$ cat src/rtl/nnlut_pkg.sv
// Shared types and default-table values for the NN-LUT coefficient loader.
package nnlut_pkg;

  typedef enum logic [2:0] {
    ST_IDLE   = 3'd0,
    ST_BP     = 3'd1,
    ST_K      = 3'd2,
    ST_B      = 3'd3,
    ST_CSUM   = 3'd4,
    ST_COMMIT = 3'd5
  } nnlut_state_e;

  typedef enum logic [1:0] {
    TBL_BP = 2'd0,
    TBL_K  = 2'd1,
    TBL_B  = 2'd2
  } nnlut_tbl_e;

  localparam logic [15:0] NNLUT_HDR_MAGIC = 16'h4C54;

  function automatic logic [31:0] bp_default(input int i);
    return 32'(2 * (i + 1));
  endfunction

  function automatic logic [31:0] k_default(input int i);
    return 32'(i + 1);
  endfunction

  function automatic logic [31:0] b_default(input int i);
    return 32'(i + 1);
  endfunction

endpackage

$ cat src/rtl/nnlut_coef_bank.sv
// Shadow/active register pair for one coefficient table; the active copy
// only changes on reset (defaults) or on a whole-table commit strobe.
module nnlut_coef_bank
  import nnlut_pkg::*;
#(
  parameter int         WIDTH = 8,
  parameter int         NUM   = 16,
  parameter nnlut_tbl_e KIND  = TBL_BP
) (
  input  logic                 clk_p,
  input  logic                 rst_p,
  input  logic [NUM-1:0]       i_we,
  input  logic [WIDTH-1:0]     i_wdata,
  input  logic                 i_commit,
  output logic [NUM*WIDTH-1:0] o_flat
);

  logic [WIDTH-1:0] r_shadow [NUM];
  logic [WIDTH-1:0] r_active [NUM];

  function automatic logic [WIDTH-1:0] def_val(input int i);
    logic [31:0] v;
    case (KIND)
      TBL_BP:  v = bp_default(i);
      TBL_K:   v = k_default(i);
      TBL_B:   v = b_default(i);
      default: v = 32'd0;
    endcase
    return v[WIDTH-1:0];
  endfunction

  // shadow takes stream writes; active copies the whole shadow on commit
  always_ff @(posedge clk_p) begin
    if (rst_p) begin
      for (int i = 0; i < NUM; i++) begin
        r_shadow[i] <= '0;
        r_active[i] <= def_val(i);
      end
    end else begin
      for (int i = 0; i < NUM; i++) begin
        if (i_we[i]) r_shadow[i] <= i_wdata;
        if (i_commit) r_active[i] <= r_shadow[i];
      end
    end
  end

  for (genvar g = 0; g < NUM; g++) begin : g_flat
    assign o_flat[g*WIDTH +: WIDTH] = r_active[g];
  end

endmodule

$ cat src/rtl/nnlut_coef_loader.sv
// NN-LUT coefficient loader: header/bp/k/b word stream into shadow banks, atomic commit.
// Optional trailing checksum word when NNLUT_LOAD_CHECKSUM_EN is defined.
module nnlut_coef_loader
  import nnlut_pkg::*;
#(
  parameter int x_WIDTH    = 8,
  parameter int k_WIDTH    = 32,
  parameter int b_WIDTH    = 32,
  parameter int bp_NUM     = 16,
  parameter int WORD_WIDTH = 32
) (
  input  logic                        clk_p,
  input  logic                        rst_p,
  input  logic [WORD_WIDTH-1:0]       wr_data,
  input  logic                        wr_valid_n,
  output logic                        wr_ready_n,
  output logic [bp_NUM*x_WIDTH-1:0]   bp_flat,
  output logic [bp_NUM*k_WIDTH-1:0]   k_flat,
  output logic [bp_NUM*b_WIDTH-1:0]   b_flat,
  output logic                        tbl_update_p,
  output logic                        load_err_p,
  output logic                        busy
);

  localparam int               IDX_W     = (bp_NUM > 1) ? $clog2(bp_NUM) : 1;
  localparam logic [IDX_W-1:0] IDX_LAST  = IDX_W'(bp_NUM - 1);
  localparam logic [7:0]       HDR_COUNT = 8'(bp_NUM);

  nnlut_state_e       r_state;
  logic [IDX_W-1:0]   r_idx;
  logic               r_ready_n;
  logic               r_update;
  logic               r_err;
  logic               r_busy;
  logic [x_WIDTH-1:0] r_last_bp;

  logic               w_xfer;
  logic               w_hdr_ok;
  logic               w_bp_ok;
  logic               w_last;
  logic               w_commit;
  logic [IDX_W-1:0]   w_idx_next;
  logic [bp_NUM-1:0]  w_we_onehot;
  logic [bp_NUM-1:0]  w_we_bp;
  logic [bp_NUM-1:0]  w_we_k;
  logic [bp_NUM-1:0]  w_we_b;

  // transfer decode, breakpoint ordering check and per-entry write enables
  always_comb begin
    w_xfer      = !wr_valid_n && !r_ready_n;
    w_hdr_ok    = (wr_data[31:16] == NNLUT_HDR_MAGIC) && (wr_data[7:0] == HDR_COUNT);
    w_bp_ok     = (r_idx == '0) || ($signed(wr_data[x_WIDTH-1:0]) > $signed(r_last_bp));
    w_last      = (r_idx == IDX_LAST);
    w_idx_next  = w_last ? '0 : r_idx + 1'b1;
    w_commit    = (r_state == ST_COMMIT);
    w_we_onehot = '0;
    w_we_onehot[r_idx] = w_xfer;
    w_we_bp     = ((r_state == ST_BP) && w_bp_ok) ? w_we_onehot : '0;
    w_we_k      = (r_state == ST_K) ? w_we_onehot : '0;
    w_we_b      = (r_state == ST_B) ? w_we_onehot : '0;
  end

`ifdef NNLUT_LOAD_CHECKSUM_EN
  logic [WORD_WIDTH-1:0] r_csum;

  // running modular sum of the payload words of the current load
  always_ff @(posedge clk_p) begin
    if (rst_p) begin
      r_csum <= '0;
    end else if (r_state == ST_IDLE) begin
      r_csum <= '0;
    end else if (w_xfer && ((r_state == ST_BP) || (r_state == ST_K) || (r_state == ST_B))) begin
      r_csum <= r_csum + wr_data;
    end else begin
      r_csum <= r_csum;
    end
  end
`endif

  // load sequencer; an error always drops back to IDLE without committing
  always_ff @(posedge clk_p) begin
    if (rst_p) begin
      r_state   <= ST_IDLE;
      r_idx     <= '0;
      r_ready_n <= 1'b0;
      r_update  <= 1'b0;
      r_err     <= 1'b0;
      r_busy    <= 1'b0;
      r_last_bp <= '0;
    end else begin
      r_update <= 1'b0;
      r_err    <= 1'b0;
      case (r_state)
        ST_IDLE: begin
          if (w_xfer) begin
            if (w_hdr_ok) begin
              r_state <= ST_BP;
              r_idx   <= '0;
              r_busy  <= 1'b1;
            end else begin
              r_err <= 1'b1;
            end
          end
        end
        ST_BP: begin
          if (w_xfer) begin
            if (!w_bp_ok) begin
              r_err   <= 1'b1;
              r_state <= ST_IDLE;
              r_busy  <= 1'b0;
              r_idx   <= '0;
            end else begin
              r_last_bp <= wr_data[x_WIDTH-1:0];
              r_idx     <= w_idx_next;
              if (w_last) r_state <= ST_K;
            end
          end
        end
        ST_K: begin
          if (w_xfer) begin
            r_idx <= w_idx_next;
            if (w_last) r_state <= ST_B;
          end
        end
        ST_B: begin
          if (w_xfer) begin
            r_idx <= w_idx_next;
            if (w_last) begin
`ifdef NNLUT_LOAD_CHECKSUM_EN
              r_state <= ST_CSUM;
`else
              r_state   <= ST_COMMIT;
              r_ready_n <= 1'b1;
`endif
            end
          end
        end
`ifdef NNLUT_LOAD_CHECKSUM_EN
        ST_CSUM: begin
          if (w_xfer) begin
            if (wr_data == r_csum) begin
              r_state   <= ST_COMMIT;
              r_ready_n <= 1'b1;
            end else begin
              r_err   <= 1'b1;
              r_state <= ST_IDLE;
              r_busy  <= 1'b0;
            end
          end
        end
`endif
        ST_COMMIT: begin
          r_state   <= ST_IDLE;
          r_ready_n <= 1'b0;
          r_update  <= 1'b1;
          r_busy    <= 1'b0;
        end
        default: begin
          r_state   <= ST_IDLE;
          r_ready_n <= 1'b0;
          r_busy    <= 1'b0;
          r_idx     <= '0;
        end
      endcase
    end
  end

  nnlut_coef_bank #(.WIDTH(x_WIDTH), .NUM(bp_NUM), .KIND(TBL_BP)) u_bank_bp (
    .clk_p(clk_p), .rst_p(rst_p), .i_we(w_we_bp), .i_wdata(wr_data[x_WIDTH-1:0]),
    .i_commit(w_commit), .o_flat(bp_flat)
  );

  nnlut_coef_bank #(.WIDTH(k_WIDTH), .NUM(bp_NUM), .KIND(TBL_K)) u_bank_k (
    .clk_p(clk_p), .rst_p(rst_p), .i_we(w_we_k), .i_wdata(wr_data[k_WIDTH-1:0]),
    .i_commit(w_commit), .o_flat(k_flat)
  );

  nnlut_coef_bank #(.WIDTH(b_WIDTH), .NUM(bp_NUM), .KIND(TBL_B)) u_bank_b (
    .clk_p(clk_p), .rst_p(rst_p), .i_we(w_we_b), .i_wdata(wr_data[b_WIDTH-1:0]),
    .i_commit(w_commit), .o_flat(b_flat)
  );

  assign wr_ready_n   = r_ready_n;
  assign tbl_update_p = r_update;
  assign load_err_p   = r_err;
  assign busy         = r_busy;

endmodule

$ cat config.mk
export PLATFORM = sky130hd
export DESIGN_NAME = nnlut_coef_loader
export DESIGN_NICKNAME = d
export VERILOG_FILES = /design/src/rtl/nnlut_pkg.sv /design/src/rtl/nnlut_coef_bank.sv /design/src/rtl/nnlut_coef_loader.sv
export SDC_FILE = /design/constraint.sdc
export NUM_CORES = 2
export LEC_CHECK = 0
export ABC_AREA = 1
export BUFFER_PORTS_ARGS = -buffer_cell sky130_fd_sc_hd__buf_2
export CAP_MARGIN = 20
export CORE_MARGIN = 2
export CORE_UTILIZATION = 25
export CTS_CLUSTER_DIAMETER = 150
export DETAILED_ROUTE_END_ITERATION = 12
export MAX_ROUTING_LAYER = met4
export PLACE_DENSITY = 0.44
export SLEW_MARGIN = 20
export SYNTH_ARGS = -nofsm -noshare
export SYNTH_HDL_FRONTEND = slang
export SYNTH_SLANG_ARGS = --single-unit
$ cat constraint.sdc
create_clock -name clk_p -period 41.6 [get_ports clk_p]
set_input_delay 6.24 -clock clk_p [delete_from_list [all_inputs] [get_ports clk_p]]
set_output_delay 6.24 -clock clk_p [all_outputs]
set_load 0.05 [all_outputs]
==> flow_summary.yaml <==
setup_path:
  required_ns: 42.09
  cp-startpoint: "rst_p"
  setup.worst_path.class: "input port to flip-flop"
  worst-path-max-fanout: 77
  critPathArrivalTime_ns: 12.69
  end_kind: "flip-flop"
  worstSetupStartpointType: "input port"
  r2r_start: "r_state[0]$_SDFFE_PP0P_"
clocking:
  cts_sinks: 2323
  cts_tree: "built"
  cts_made_buffers: 267
  post_cts_buffers: 0
  clock_path_buffers: 4
  path_clk_slew_ns: 0.06
  h-tree-depth: 5
  clkLatencyLatePin_ns: 0.88
  cts_hold_buffers: 0
  cts_resized: 0
  cts_root_buf: "clkbuf_16"
place:
  portBuffers: 1190
  dp_hpwl_um: 194000
  gp_congestion: 0.805
layout:
  layout.nets: 7260
  area_delta_synth_final_pct: 24.4
  multi_input_comb_area_mm2: 0.00881
  fillCellCount: 33453
  drive_above_1_share_pct: 25.5
  regArea_mm2: 0.0696
timing:
  hold_viol: 0
  tightestPinTransition_ns: 1.12
  maxSlewViolCount: 0
  clock_skew_ns: 0.0555
  hold_ws_ns: 0.476
  clock.fmax_mhz: 81.9
  fin_setup_tns_ns: 0
  rsz0062_at_grt: "false"
  period_share_pct: 29.3
  slew-limit-headroom_pct: 25.2
  setup_viol: 0
  finalCriticalPeriod_ns: 12.21
yosys:
  ys_ff_latch: 2323
  ys_seq_area_share_pct: 83.2
  synth_area_mm2: 0.0836
  synth_cell_types: 27
  ys_warn_count: 0
  synth_edf_count: 2304
  async_flop_share_pct: 0
  synth_flop_cell: "edfxtp_1"
  syn_inst: 5893
  syn_nets: 5940
  syn_avg_cell_area_um2: 14.2
power_and_ir_drop:
  cellPowerDensity_mw_per_mm2: 52.7
  p_int_uw: 4080
  switching_share_pct: 25.4
  p_seq_share_pct: 50.1
  comb_power_share_pct: 7.3
  clkPwrFrac_pct: 42.6
  leakage_uw: 0.0417
  peakVddDrop_v: 0.0000309
  power_switching_uw: 1390
routing:
  drt-initial-drc-count: 4948
  m1WireLength_um: 133000
  routed_wl_um: 300000
  route.detailed.wl_per_inst_um: 25.4
  vias_per_cell: 4.17
  drt-pass1-iter-count: 10
  wl_met2_um: 135000
  route.met3.wl_um: 24500
  drc_errors: 0
  routed-via-count: 49219
  maxUsedRoutingLayer: "met4"
  postRouteAntennaNets: 0
die:
  rows: 212
  fp.dieH_um: 582
  pin_count: 1191
  fp.dieArea_mm2: 0.339
  die_width_um: 582
  start_util_pct: 25.1
  placeableCoreArea_mm2: 0.333
grt:
  antenna_found_initial: 63
  grt_use_total_pct: 17.7
  grt_max_degree: 155
  grt_pass1_vias: 47219
  gr-total-overflow: 0
  grt_pass1_wl_um: 400000
run:
  cap_violations: 0
status:
  status: "complete, no violations"
hold_path:
  worstHoldPathType: "flip-flop to flip-flop"
  min_from: "u_bank_b.r_shadow[0][484]$_DFFE_PP_"
critical path, stage by stage:
cell and delay, ns:
buf_8 0.40, inv_6 0.27, nand2_4 0.66, buf_4 0.82
buf_4 0.63, buf_4 0.72, buf_4 0.79, buf_4 0.86
buf_4 0.86
layout make-up:
| cell class | instances | area share, % |
|---|---|---|
| tap | 4387 | 5.28 |
| timing repair buffer | 1324 | 6.74 |
| inverter | 1167 | 4.25 |
| clock inverter | 145 | 1.64 |
| clock buffer | 323 | 6.66 |
| multi-input combinational | 2130 | 8.48 |
| sequential | 2323 | 66.9 |
| antenna | 15 | 0.0361 |
Yosys cell counts (all sizes together), types with 2 or more instances:
cell type,n,area share [%]
o2111ai,2,0.021
o21ai,28,0.17
clkbuf,205,0.92
nand2,105,0.51
nand3,6,0.036
nand4,8,0.060
dfxtp,19,0.46
ha,12,0.18
or2,99,0.74
edfxtp,2304,83
nor2,1851,8.3
a21oi,14,0.084
inv,1167,5.2
buf,68,0.41
per-layer routing:
| metal | track usage [%] | vias to the layer above |
|---|---|---|
| met5 | - | - |
| met4 | 4.18 | 0 |
| met3 | 3.48 | 349 |
| met2 | 26.6 | 2324 |
| met1 | 24.5 | 24928 |
| li1 | - | 21618 |
sequential cells by signal (all words and copies together) (netlist names), 3 cells and up:
register            count
u_bank_b.r_active     512
u_bank_b.r_shadow     512
u_bank_k.r_active     512
u_bank_k.r_shadow     512
u_bank_bp.r_active    128
u_bank_bp.r_shadow    128
r_last_bp               8
r_idx                   4
r_state                 3
kinds of logic (layout without fill, tap and decap cells):
kind of cell,count (synthesis),after routing,synth area share (%)
AND/OR/NAND/NOR,2070,2070,9.70
buffers and inverters,1440,2959,6.58
flip-flops,2323,2323,83.2
AO/OA/AOI/OAI,48,48,0.307
adder cells (fa/ha/maj),12,12,0.180
other,0,15,0
path summary, 6_finish.rpt:
kind | to | slack [ns] | cells past startpoint
worst min register to register | u_bank_b.r_active[1][228]$_SDFFCE_PP1P_ | 0.48 | 1
worst max register to register | u_bank_b.r_active[0][146]$_SDFFCE_PN0P_ | 34.77 | 10
worst min-delay path | u_bank_b.r_active[1][228]$_SDFFCE_PP1P_ | 0.48 | 1
worst max-delay path | u_bank_b.r_active[0][146]$_SDFFCE_PN0P_ | 29.39 | 9
power groups by stage:
stage | combinational (uW) | clock [uW] | sequential, uW
2_1_floorplan | 86.2 | 0 | 3000
3_3_place_gp | 408 | 0 | 2790
3_5_place_dp | 409 | 0 | 2790
4_1_cts | 410 | 2390 | 2740
6_report | 400 | 2340 | 2740
5_1_grt | 423 | 2480 | 2750
stage by stage:
| stage | cells | instance area (um^2) | power (uW) | setup WS, ns | utilization (%) |
|---|---|---|---|---|---|
| CTS | 11799 | 104000 | 5540 | 29.38 | 31.2 |
| finish | 11814 | 104000 | 5480 | 29.39 | 31.2 |
| global placement | 11331 | 95300 | 3200 | 28.51 | 28.6 |
| detailed placement | 11331 | 95300 | 3200 | 28.39 | 28.6 |
| global route | 11804 | 104000 | 5650 | 28.97 | 31.2 |
| floorplan | 5893 | 83600 | 3090 | 8.15 | - |
cells in the final DEF, fill, tap and decap left out, drive strengths merged:
master    synthesis  layout
edfxtp         2304    2304
nand3             6       6
nand4             8       8
a22oi             1       1
o2111ai           2       2
nor2           1851    1851
dfxtp            19      19
clkinv            0     109
nor3              1       1
diode             0      15
o22ai             1       1
inv            1167    1172
or2              99      99
o21ai            28      28
clkinvlp          0      10
ha               12      12
clkbuf          205     323
a21oi            14      14
o211ai            1       1
nand2           105     105
buf              68    1324
bufinv            0      21
a21o              1       1
Note: power is estimated with default switching activity, not from simulation.
